<file path="src/rtl/div_seq_ctrl_pkg.sv">
// Shared types and constants for the div_seq_ctrl divider sequencer.
package div_seq_ctrl_pkg;

  localparam int unsigned ITER  = 32;
  localparam int unsigned CNT_W = $clog2(ITER);

  localparam logic        DIV_RESULT_READY     = 1'b1;
  localparam logic        DIV_RESULT_NOT_READY = 1'b0;
  localparam logic [31:0] ZERO_WORD            = '0;

  typedef enum logic [1:0] {
    DIV_FREE   = 2'b00,
    DIV_BYZERO = 2'b01,
    DIV_ON     = 2'b10,
    DIV_END    = 2'b11
  } div_state_e;

endpackage

</file>
<file path="src/rtl/div_seq_ctrl_if.sv">
// Request/result bundle between the execute stage and the divider.
interface div_seq_ctrl_if;
  logic        start_i;
  logic        signed_div_i;
  logic [31:0] opdata1_i;
  logic [31:0] opdata2_i;
  logic        annul_i;
  logic [63:0] result_o;
  logic        ready_o;
  logic        stall_o;

  modport master (
    output start_i, signed_div_i, opdata1_i, opdata2_i, annul_i,
    input  result_o, ready_o, stall_o
  );

  modport slave (
    input  start_i, signed_div_i, opdata1_i, opdata2_i, annul_i,
    output result_o, ready_o, stall_o
  );
endinterface

</file>
<file path="src/rtl/div_seq_ctrl_iter.sv">
// One combinational restoring-division step: shift in the next dividend bit, try-subtract.
module div_iter (
  input  logic [31:0] pr_i,
  input  logic        dvd_msb_i,
  input  logic [31:0] dvs_i,
  output logic [31:0] pr_o,
  output logic        q_o
);

  logic [32:0] shifted;
  logic [31:0] rem;

  // Compare on 33 bits so a shifted-out partial-remainder MSB is never lost;
  // when the subtract succeeds the result is below dvs and fits in 32 bits.
  always_comb begin
    shifted = {pr_i, dvd_msb_i};
    q_o     = (shifted >= {1'b0, dvs_i});
    rem     = shifted[31:0] - dvs_i;
    pr_o    = q_o ? rem : shifted[31:0];
  end

endmodule

</file>
<file path="src/rtl/div_seq_ctrl.sv">
// Multi-cycle restoring divider sequencer for DIV/DIVU with pipeline stall and annul.
module div_seq_ctrl
  import div_seq_ctrl_pkg::*;
(
  input logic            clk,
  input logic            rst,
  div_seq_ctrl_if.slave  bus
);

  div_state_e       state_q, state_d;
  logic [CNT_W-1:0] cnt_q, cnt_d;
  logic [31:0]      dvd_q, dvd_d;
  logic [31:0]      dvs_q, dvs_d;
  logic [31:0]      pr_q, pr_d;
  logic             neg_quo_q, neg_quo_d;
  logic             neg_rem_q, neg_rem_d;
  logic             ready_q, ready_d;
  logic [63:0]      result_q, result_d;

  logic [31:0] pr_nxt;
  logic        q_bit;
  logic [31:0] quo_raw;
  logic        op1_neg;
  logic        op2_neg;

  div_iter u_iter (
    .pr_i      (pr_q),
    .dvd_msb_i (dvd_q[31]),
    .dvs_i     (dvs_q),
    .pr_o      (pr_nxt),
    .q_o       (q_bit)
  );

  always_ff @(posedge clk) begin
    if (rst) begin
      state_q   <= DIV_FREE;
      cnt_q     <= '0;
      dvd_q     <= '0;
      dvs_q     <= '0;
      pr_q      <= '0;
      neg_quo_q <= 1'b0;
      neg_rem_q <= 1'b0;
      ready_q   <= DIV_RESULT_NOT_READY;
      result_q  <= '0;
    end else begin
      state_q   <= state_d;
      cnt_q     <= cnt_d;
      dvd_q     <= dvd_d;
      dvs_q     <= dvs_d;
      pr_q      <= pr_d;
      neg_quo_q <= neg_quo_d;
      neg_rem_q <= neg_rem_d;
      ready_q   <= ready_d;
      result_q  <= result_d;
    end
  end

  always_comb begin
    state_d   = state_q;
    cnt_d     = cnt_q;
    dvd_d     = dvd_q;
    dvs_d     = dvs_q;
    pr_d      = pr_q;
    neg_quo_d = neg_quo_q;
    neg_rem_d = neg_rem_q;
    ready_d   = ready_q;
    result_d  = result_q;
    quo_raw   = {dvd_q[30:0], q_bit};
    op1_neg   = bus.signed_div_i & bus.opdata1_i[31];
    op2_neg   = bus.signed_div_i & bus.opdata2_i[31];

    unique case (state_q)
      DIV_FREE: begin
        if (bus.start_i && !bus.annul_i) begin
          neg_quo_d = op1_neg ^ op2_neg;
          neg_rem_d = op1_neg;
          dvd_d     = op1_neg ? (ZERO_WORD - bus.opdata1_i) : bus.opdata1_i;
          dvs_d     = op2_neg ? (ZERO_WORD - bus.opdata2_i) : bus.opdata2_i;
          cnt_d     = '0;
          pr_d      = '0;
          state_d   = (bus.opdata2_i == ZERO_WORD) ? DIV_BYZERO : DIV_ON;
        end
      end

      DIV_BYZERO: begin
        result_d = {ZERO_WORD, ZERO_WORD};
        if (bus.annul_i) begin
          state_d = DIV_FREE;
          ready_d = DIV_RESULT_NOT_READY;
        end else begin
          state_d = DIV_END;
          ready_d = DIV_RESULT_READY;
        end
      end

      DIV_ON: begin
        if (bus.annul_i) begin
          state_d  = DIV_FREE;
          ready_d  = DIV_RESULT_NOT_READY;
          result_d = {ZERO_WORD, ZERO_WORD};
        end else begin
          pr_d  = pr_nxt;
          dvd_d = quo_raw;
          cnt_d = cnt_q + 1'b1;
          if (cnt_q == CNT_W'(ITER - 1)) begin
            // Sign fixup folds into the final step so END holds the finished result.
            state_d  = DIV_END;
            ready_d  = DIV_RESULT_READY;
            result_d = {neg_rem_q ? (ZERO_WORD - pr_nxt)  : pr_nxt,
                        neg_quo_q ? (ZERO_WORD - quo_raw) : quo_raw};
          end
        end
      end

      DIV_END: begin
        if (bus.annul_i || !bus.start_i) begin
          state_d  = DIV_FREE;
          ready_d  = DIV_RESULT_NOT_READY;
          result_d = {ZERO_WORD, ZERO_WORD};
        end
      end

      default: state_d = DIV_FREE;
    endcase
  end

  assign bus.stall_o  = ((state_q == DIV_FREE) && bus.start_i && !bus.annul_i) ||
                        (state_q == DIV_BYZERO) ||
                        ((state_q == DIV_ON) && !bus.annul_i);
  assign bus.ready_o  = ready_q;
  assign bus.result_o = result_q;

endmodule

</file>
<file path="src/flat_wrapper.sv">
// flat-port wrapper written by rule: the top's interface ports become plain ports
module div_seq_ctrl_flat import div_seq_ctrl_pkg::*;
  (clk, rst, bus_start_i, bus_signed_div_i, bus_opdata1_i, bus_opdata2_i, bus_annul_i, bus_result_o, bus_ready_o, bus_stall_o);
  div_seq_ctrl_if bus_i ();
  input logic clk;
  input logic rst;
  input wire logic [$bits(bus_i.start_i)-1:0] bus_start_i;
  input wire logic [$bits(bus_i.signed_div_i)-1:0] bus_signed_div_i;
  input wire logic [$bits(bus_i.opdata1_i)-1:0] bus_opdata1_i;
  input wire logic [$bits(bus_i.opdata2_i)-1:0] bus_opdata2_i;
  input wire logic [$bits(bus_i.annul_i)-1:0] bus_annul_i;
  output wire logic [$bits(bus_i.result_o)-1:0] bus_result_o;
  output wire logic [$bits(bus_i.ready_o)-1:0] bus_ready_o;
  output wire logic [$bits(bus_i.stall_o)-1:0] bus_stall_o;
  assign bus_i.start_i = bus_start_i;
  assign bus_i.signed_div_i = bus_signed_div_i;
  assign bus_i.opdata1_i = bus_opdata1_i;
  assign bus_i.opdata2_i = bus_opdata2_i;
  assign bus_i.annul_i = bus_annul_i;
  assign bus_result_o = bus_i.result_o;
  assign bus_ready_o = bus_i.ready_o;
  assign bus_stall_o = bus_i.stall_o;
  div_seq_ctrl u_core (.clk(clk), .rst(rst), .bus(bus_i));
endmodule
</file>
<file path="config.mk">
export PLATFORM = sky130hd
export DESIGN_NAME = div_seq_ctrl_flat
export DESIGN_NICKNAME = d
export VERILOG_FILES = /design/src/rtl/div_seq_ctrl_pkg.sv /design/src/rtl/div_seq_ctrl_if.sv /design/src/rtl/div_seq_ctrl_iter.sv /design/src/rtl/div_seq_ctrl.sv /design/src/flat_wrapper.sv
export SDC_FILE = /design/constraint.sdc
export NUM_CORES = 1
export LEC_CHECK = 0
export BUFFER_PORTS_ARGS = -buffer_cell sky130_fd_sc_hd__clkbuf_2
export CAP_MARGIN = 40
export CORE_ASPECT_RATIO = 2
export CORE_UTILIZATION = 40
export DETAILED_ROUTE_END_ITERATION = 6
export MAX_ROUTING_LAYER = met4
export PLACE_DENSITY = 0.68
export SLEW_MARGIN = 20
export SYNTH_ARGS = -nofsm -noshare
export SYNTH_HDL_FRONTEND = slang
export SYNTH_SLANG_ARGS = --single-unit
</file>
<file path="constraint.sdc">
create_clock -name clk -period 4.6 [get_ports clk]
set_clock_uncertainty 0.15 [all_clocks]
set_input_delay 1.15 -clock clk [delete_from_list [all_inputs] [get_ports clk]]
set_output_delay 1.15 -clock clk [all_outputs]
set_load 0.005 [all_outputs]
</file>
==> metrics.yaml, run 1 <==
status: "complete, no violations"
syn_inst: 1598
slew_viol_final: 0
clock_sinks: 170
clock_latency_ns: 0.46
hold_buffers: 0
area_growth_pct: 19.0
p_per_area_nw_per_um2: 592
grt_pass1_vias: 12046
crit_slowest_cell: "dfxtp_1"
fin_area_um2: 13900
max_freq_ghz: 0.227
clk_path_buf_depth: 2
synth-async-reset-ratio: 0
setup_tns_ns: 0
min_period_ns: 4.40
worst_hold_slack_ns: 0.303
hold_viol: 0
grt_max_degree: 70
die_h_um: 244
drc: 0
dieArea_um2: 29900
n_antenna_cell: 0
hold_path.class: "reg2reg"
layout_common_cells: "nand2_1 (246), nor2_1 (185), dfxtp_1 (166)"
grt_overflow: 0
ys_seq_area_frac: 0.292
synth_seq_cells: 170
clkTransAtPathRegs_ns: 0.07
yosys.area.top_type: "dfxtp_1"
start_util: 0.406
path_max_fanout: 7
cp_num_buf_inv: 3
ys.warnings.count: 0
core_area_um2: 28700
final_common_cell: "nand2_1"
cts_tree: "done"
tightest_slew_ns: 0.838
synth_edf_count: 0
required_ns: 4.78
start_kind: "flop"
placed_area_um2: 13100
wire_per_inst_um: 19.9
critPathMaxStageDelay_ns: 0.47
portBuffers: 134
hpwl_mm: 33.2
drt-initial-drc-count: 571
synth_top_cell_area_share: 0.292
avgSynthCellArea_um2: 7.30
antenna_found_initial: 0
rsz0062_at_grt: "no"
synthFlopType: "dfxtp_1"
antenna_left: 0
maxCapViolCount: 0
gp_congestion: 1.03
numCtsBuffers: 17
htreeDepth: 4
synth_fp_nets: 1710
crit_chain: "ha_1 -> a21oi_1 -> o21ai_0 -> a21oi_1 -> o211ai_1 -> a31o_4 -> buf_4 -> nand2_1 -> nand2_1 -> inv_1 -> ha_1 -> nand2_1 -> or3_4 -> nor3_2 -> buf_4 -> and4_1 -> a32o_2 -> nand2_1 -> o31ai_2 -> xor2_1 -> o21ai_1"
grt_pass1_wl_mm: 64.0
vdd_drop_max_v: 0.000433
fin_crit_sh: 0.956
num_vias: 12170
track_usage: 0.295
cts_root_buf: "clkbuf_16"
critPathKind: "reg2reg"
critPathTopFamily: "compound AO/OA/AOI/OAI gates"
yosys-top-cells-area: "dfxtp_1 (29%), nand2_1 (7.9%), nor2_1 (6.0%)"
drt_wl_total_mm: 42.1
max_slew_margin: 0.435
avgViaCountPerCell: 5.75
std_cell_rows: 88
nets: 1856
critPathMostFrequentCell: "nand2_1"
setup_viol: 0
die_w_um: 123
rrSetupSlack_ns: 0.20
first_pass_iters: 5
ys_types: 86
syn_area_um2: 11700
drive_gt1_frac: 0.178
leakage_nw: 5.60
worst_ep_arrival_time_ns: 4.57
worstSetupEndpointType: "flop"
ios: 135
## synthesized netlist by cell type, types with 4 or more instances
cell type  count
o211ai_1       8
dfxtp_1      170
xnor2_1       80
buf_2          7
a211oi_1      37
o31ai_1       18
nor2b_1        9
nand4_1       13
o21a_1         5
inv_1         60
a21o_1        12
a311oi_1       6
a22o_1         4
nor3_1        34
and3_1         8
or4_1          5
or3_1         22
a21oi_1      127
a32oi_1        4
or2_2          7
nand2_1      246
a31oi_1       10
o21ai_0      105
clkbuf_1      86
nor4_1        18
and2_1         9
mux2i_1        9
nand3b_1       6
ha_1          42
nand3_1       26
xor2_1        53
nor2_1       187
o41ai_1        8
o21ai_1       14
nand2b_1      11
a22oi_1       60
## worst paths after layout
path | from | endpoint | cells past startpoint
setup / recovery | u_core.pr_q[17]$_SDFFE_PP0P_ | u_core.bus.result_o[56]$_SDFFE_PP0P_ | 21
hold / removal | u_core.bus.result_o[57]$_SDFFE_PP0P_ | u_core.bus.result_o[57]$_SDFFE_PP0P_ | 2
setup reg to reg | u_core.pr_q[17]$_SDFFE_PP0P_ | u_core.bus.result_o[56]$_SDFFE_PP0P_ | 21
hold reg to reg | u_core.bus.result_o[57]$_SDFFE_PP0P_ | u_core.bus.result_o[57]$_SDFFE_PP0P_ | 2
## layer usage
| layer | GRT usage | wire [µm] | part of all wire | vias up |
|---|---|---|---|---|
| li1 | - | - | - | 5946 |
| met5 | - | 0 | 0 | - |
| met1 | 0.236 | 13100 | 0.31 | 5717 |
| met4 | 0.285 | 4510 | 0.11 | 0 |
| met3 | 0.0339 | 1120 | 0.027 | 180 |
| met2 | 0.552 | 23400 | 0.56 | 327 |
## sequential cells by signal (all words and copies together), names as in the netlist
name                 cells
u_core.state_q           2
u_core.pr_q             32
u_core.dvs_q            32
u_core.neg_rem_q         1
u_core.neg_quo_q         1
u_core.bus.ready_o       1
u_core.bus.result_o     64
u_core.dvd_q            32
u_core.cnt_q             5
## tightest hold or removal path: stages (launching register included)
cell and delay, ns:
dfxtp_1 0.33, nand2_1 0.04, o21ai_0 0.05
## where the power goes
part           leakage (nW)  switching (mW)  internal, mW
registers              1.38           0.169          1.63
logic                  3.91            3.11          1.74
clock network         0.307           0.666         0.909
## layout make-up
type | instances | area [µm²]
clock buffers | 21 | 470
clock inverters | 11 | 158
fillers | 2897 | 14800
inverters | 62 | 234
multi-input cells | 1270 | 7790
flip-flops and latches | 170 | 3410
well taps | 360 | 450
repair buffers | 223 | 1380
## logic make-up after synthesis
logic type	count (synthesis)	share of synthesized area
simple gates	620	0.241
compound gates	463	0.259
flops	170	0.292
buf+inv	158	0.0520
xor+xnor	133	0.0998
fa+ha+maj	43	0.0468
mux	11	0.00965
## timing repair
action,CTS,global route
endpoints found under the setup margin,0,7
resized for setup,0,25
buffers inserted,0,3
## through the flow
stage | total power, mW | setup slack [ns] | cells | utilization
floorplan | 4.83 | 0.00777 | 1598 | -
global placement | 6.38 | 0.178 | 2080 | 0.456
detailed placement | 6.44 | 0.105 | 2082 | 0.457
CTS | 8.04 | 0.0787 | 2114 | 0.479
global route | 8.74 | 0.00278 | 2117 | 0.483
finish | 8.22 | 0.203 | 2117 | 0.483
Note: power is estimated with default switching activity, not from simulation.
==> run 2: changes to the inputs <==
--- a/config.mk
+++ b/config.mk
@@ -12,6 +12,7 @@
 export DETAILED_ROUTE_END_ITERATION = 6
 export MAX_ROUTING_LAYER = met4
 export PLACE_DENSITY = 0.68
+export REMOVE_ABC_BUFFERS = 1
 export SLEW_MARGIN = 20
 export SYNTH_ARGS = -nofsm -noshare
 export SYNTH_HDL_FRONTEND = slang
==> run 2 against run 1 <==
Worst setup slack better by 0.036 ns. Utilization is 0.20 points lower. Global-route usage is 1.1 points higher. Routed wire length is 3.3% higher. Cell area is 0.42% lower. Sequential cell count stayed put. Power is 0.51% lower. First-iteration DRC count is 15% higher. Critical path type unchanged. Largest cell class unchanged.
==> metrics.yaml, run 2 (same netlist as run 1, synthesis figures left out) <==
antenna_left: 0  # unchanged
switching_share: 0.484  # was 0.480
clock_latency_ns: 0.46  # about the same
power.switching_mw: 3.96  # was 3.95 mW
area_growth_pct: 18.5  # was 19.0%
fin_util: 0.481  # was 0.483
maxCapViolCount: 0  # unchanged
grt_overflow: 0  # unchanged
final_cells: 2120  # was 2117
tightest_slew_ns: 0.804  # was 0.838 ns
cts_tree: "done"  # unchanged
p_per_area_nw_per_um2: 592  # about the same
die_h_um: 244  # unchanged
setup_viol: 0  # unchanged
required_ns: 4.78  # about the same
crit_start: "u_core.dvs_q[1]$_SDFFE_PP0P_"  # was u_core.pr_q[17]$_SDFFE_PP0P_
critPathKind: "reg2reg"  # unchanged
slew_viol_final: 0  # unchanged
numCtsBuffers: 17  # unchanged
die_w_um: 123  # unchanged
track_usage: 0.306  # was 0.295
seq_power_share: 0.222  # was 0.219
clk_path_buf_depth: 2  # unchanged
dieArea_um2: 29900  # unchanged
ios: 135  # unchanged
layout_common_cells: "nand2_1 (246), nor2_1 (185), dfxtp_1 (166)"  # unchanged
max_slew_margin: 0.458  # was 0.435
final_common_cell: "nand2_1"  # unchanged
portBuffers: 134  # unchanged
wire_per_inst_um: 20.5  # was 19.9 µm
grt_pass1_vias: 11951  # about the same
clkPwrFrac: 0.174  # was 0.191
hold_viol: 0  # unchanged
core_area_um2: 28700  # unchanged
nets: 1860  # was 1856
r2r-start: "u_core.dvs_q[1]$_SDFFE_PP0P_"  # was u_core.pr_q[17]$_SDFFE_PP0P_
std_cell_rows: 88  # unchanged
hpwl_mm: 33.8  # was 33.2 mm
worstSetupEndpointType: "flop"  # unchanged
dp_cells: 2085  # was 2082
largest_reg_flops: 64  # unchanged
hold_path.class: "reg2reg"  # unchanged
drt-initial-drc-count: 657  # was 571
hp-start: "u_core.bus.result_o[61]$_SDFFE_PP0P_"  # was u_core.bus.result_o[57]$_SDFFE_PP0P_
grt_pass1_wl_mm: 65.8  # was 64.0 mm
leakage_nw: 5.57  # was 5.60 nW
worst_ep_arrival_time_ns: 4.54  # was 4.57 ns
vdd_drop_max_v: 0.000319  # was 0.000433 V
start_util: 0.406  # unchanged
path_max_fanout: 5  # was 7
gp_congestion: 1.03  # about the same
status: "complete, no violations"  # unchanged
drive_gt1_frac: 0.177  # was 0.178
start_kind: "flop"  # unchanged
avgViaCountPerCell: 5.76  # was 5.75
intPower_mw: 4.23  # was 4.28 mW
grt_max_degree: 79  # was 70
antenna_found_initial: 0  # unchanged
clock_sinks: 170  # unchanged
cts_root_buf: "clkbuf_16"  # unchanged
power_frac_comb: 0.604  # was 0.589
n_antenna_cell: 0  # unchanged
drc: 0  # unchanged
clkTransAtPathRegs_ns: 0.07  # about the same
first_pass_iters: 7  # was 5
min_period_ns: 4.36  # was 4.40 ns
htreeDepth: 4  # unchanged
drt_wl_total_mm: 43.5  # was 42.1 mm
max_freq_ghz: 0.229  # was 0.227 GHz
fin_crit_sh: 0.948  # was 0.956
num_vias: 12216  # about the same
## run 2: critical path, cell delays in order, from the launching register on
cell and delay, ns:
dfxtp_1 0.31, inv_1 0.20, ha_1 0.31, nor2b_1 0.17, o2111a_1 0.27, o21ai_2 0.17
a31oi_2 0.13, a31o_4 0.28, buf_4 0.14, nor2_1 0.10, a21oi_1 0.07, inv_1 0.06
ha_1 0.16, nand2_1 0.08, or3_4 0.36, nor3_4 0.20, and2_1 0.18, a41o_1 0.26
nand4_4 0.14, o31ai_2 0.22, xor2_1 0.18, o21ai_1 0.08
## run 2: layout make-up
type | instances | area, µm²
clock buffer | 19 | 443
multi-input combinational | 1270 | 7770
timing repair buffer | 227 | 1410
fill | 2894 | 14900
sequential | 170 | 3410
inverter | 62 | 234
clock inverter | 12 | 115
tap | 360 | 450
## run 2: power by group through the flow
stage	Sequential [mW]	Combinational [mW]	Clock, mW
5_1_grt	1.83	5.35	1.51
3_5_place_dp	1.84	4.72	0
3_3_place_gp	1.84	4.68	0
4_1_cts	1.81	4.73	1.45
6_report	1.81	4.94	1.43
2_1_floorplan	1.79	2.91	0
## run 2: path summary, 6_finish.rpt
kind,endpoint,cells past startpoint,slack [ns]
worst max-delay path,u_core.bus.result_o[62]$_SDFFE_PP0P_,21,0.24
worst min-delay path,u_core.bus.result_o[61]$_SDFFE_PP0P_,2,0.30
worst max register to register,u_core.bus.result_o[62]$_SDFFE_PP0P_,21,0.24
worst min register to register,u_core.bus.result_o[61]$_SDFFE_PP0P_,2,0.30
## run 2: metrics by stage
step / setup WS [ns] / setup TNS, ns / cell area, µm² / hold slack [ns] / power, mW
final: 0.239 / 0 / 13800 / 0.297 / 8.18
after global routing: -0.0231 / -0.0231 / 13800 / 0.327 / 8.69
after CTS: 0.0307 / 0 / 13700 / 0.303 / 7.99
after detailed placement: 0.0491 / 0 / 13200 / 0.294 / 6.56
after global placement: 0.108 / 0 / 13100 / 0.285 / 6.52
after floorplan: -1.52 / -24.49 / 11300 / 0.284 / 4.70
## run 2: timing repair
item | 4_1_cts | 5_1_grt
buffers inserted | 0 | 3
gates resized for setup | 0 | 22
hold buffers | 0 | 0
setup endpoints to repair | 0 | 14
## run 2: routing by layer
layer,up-vias,GRT usage,part of all wire
met4,0,0.283,0.10
met1,5706,0.249,0.31
li1,5946,-,-
met2,376,0.567,0.55
met3,188,0.0452,0.035
met5,-,-,0
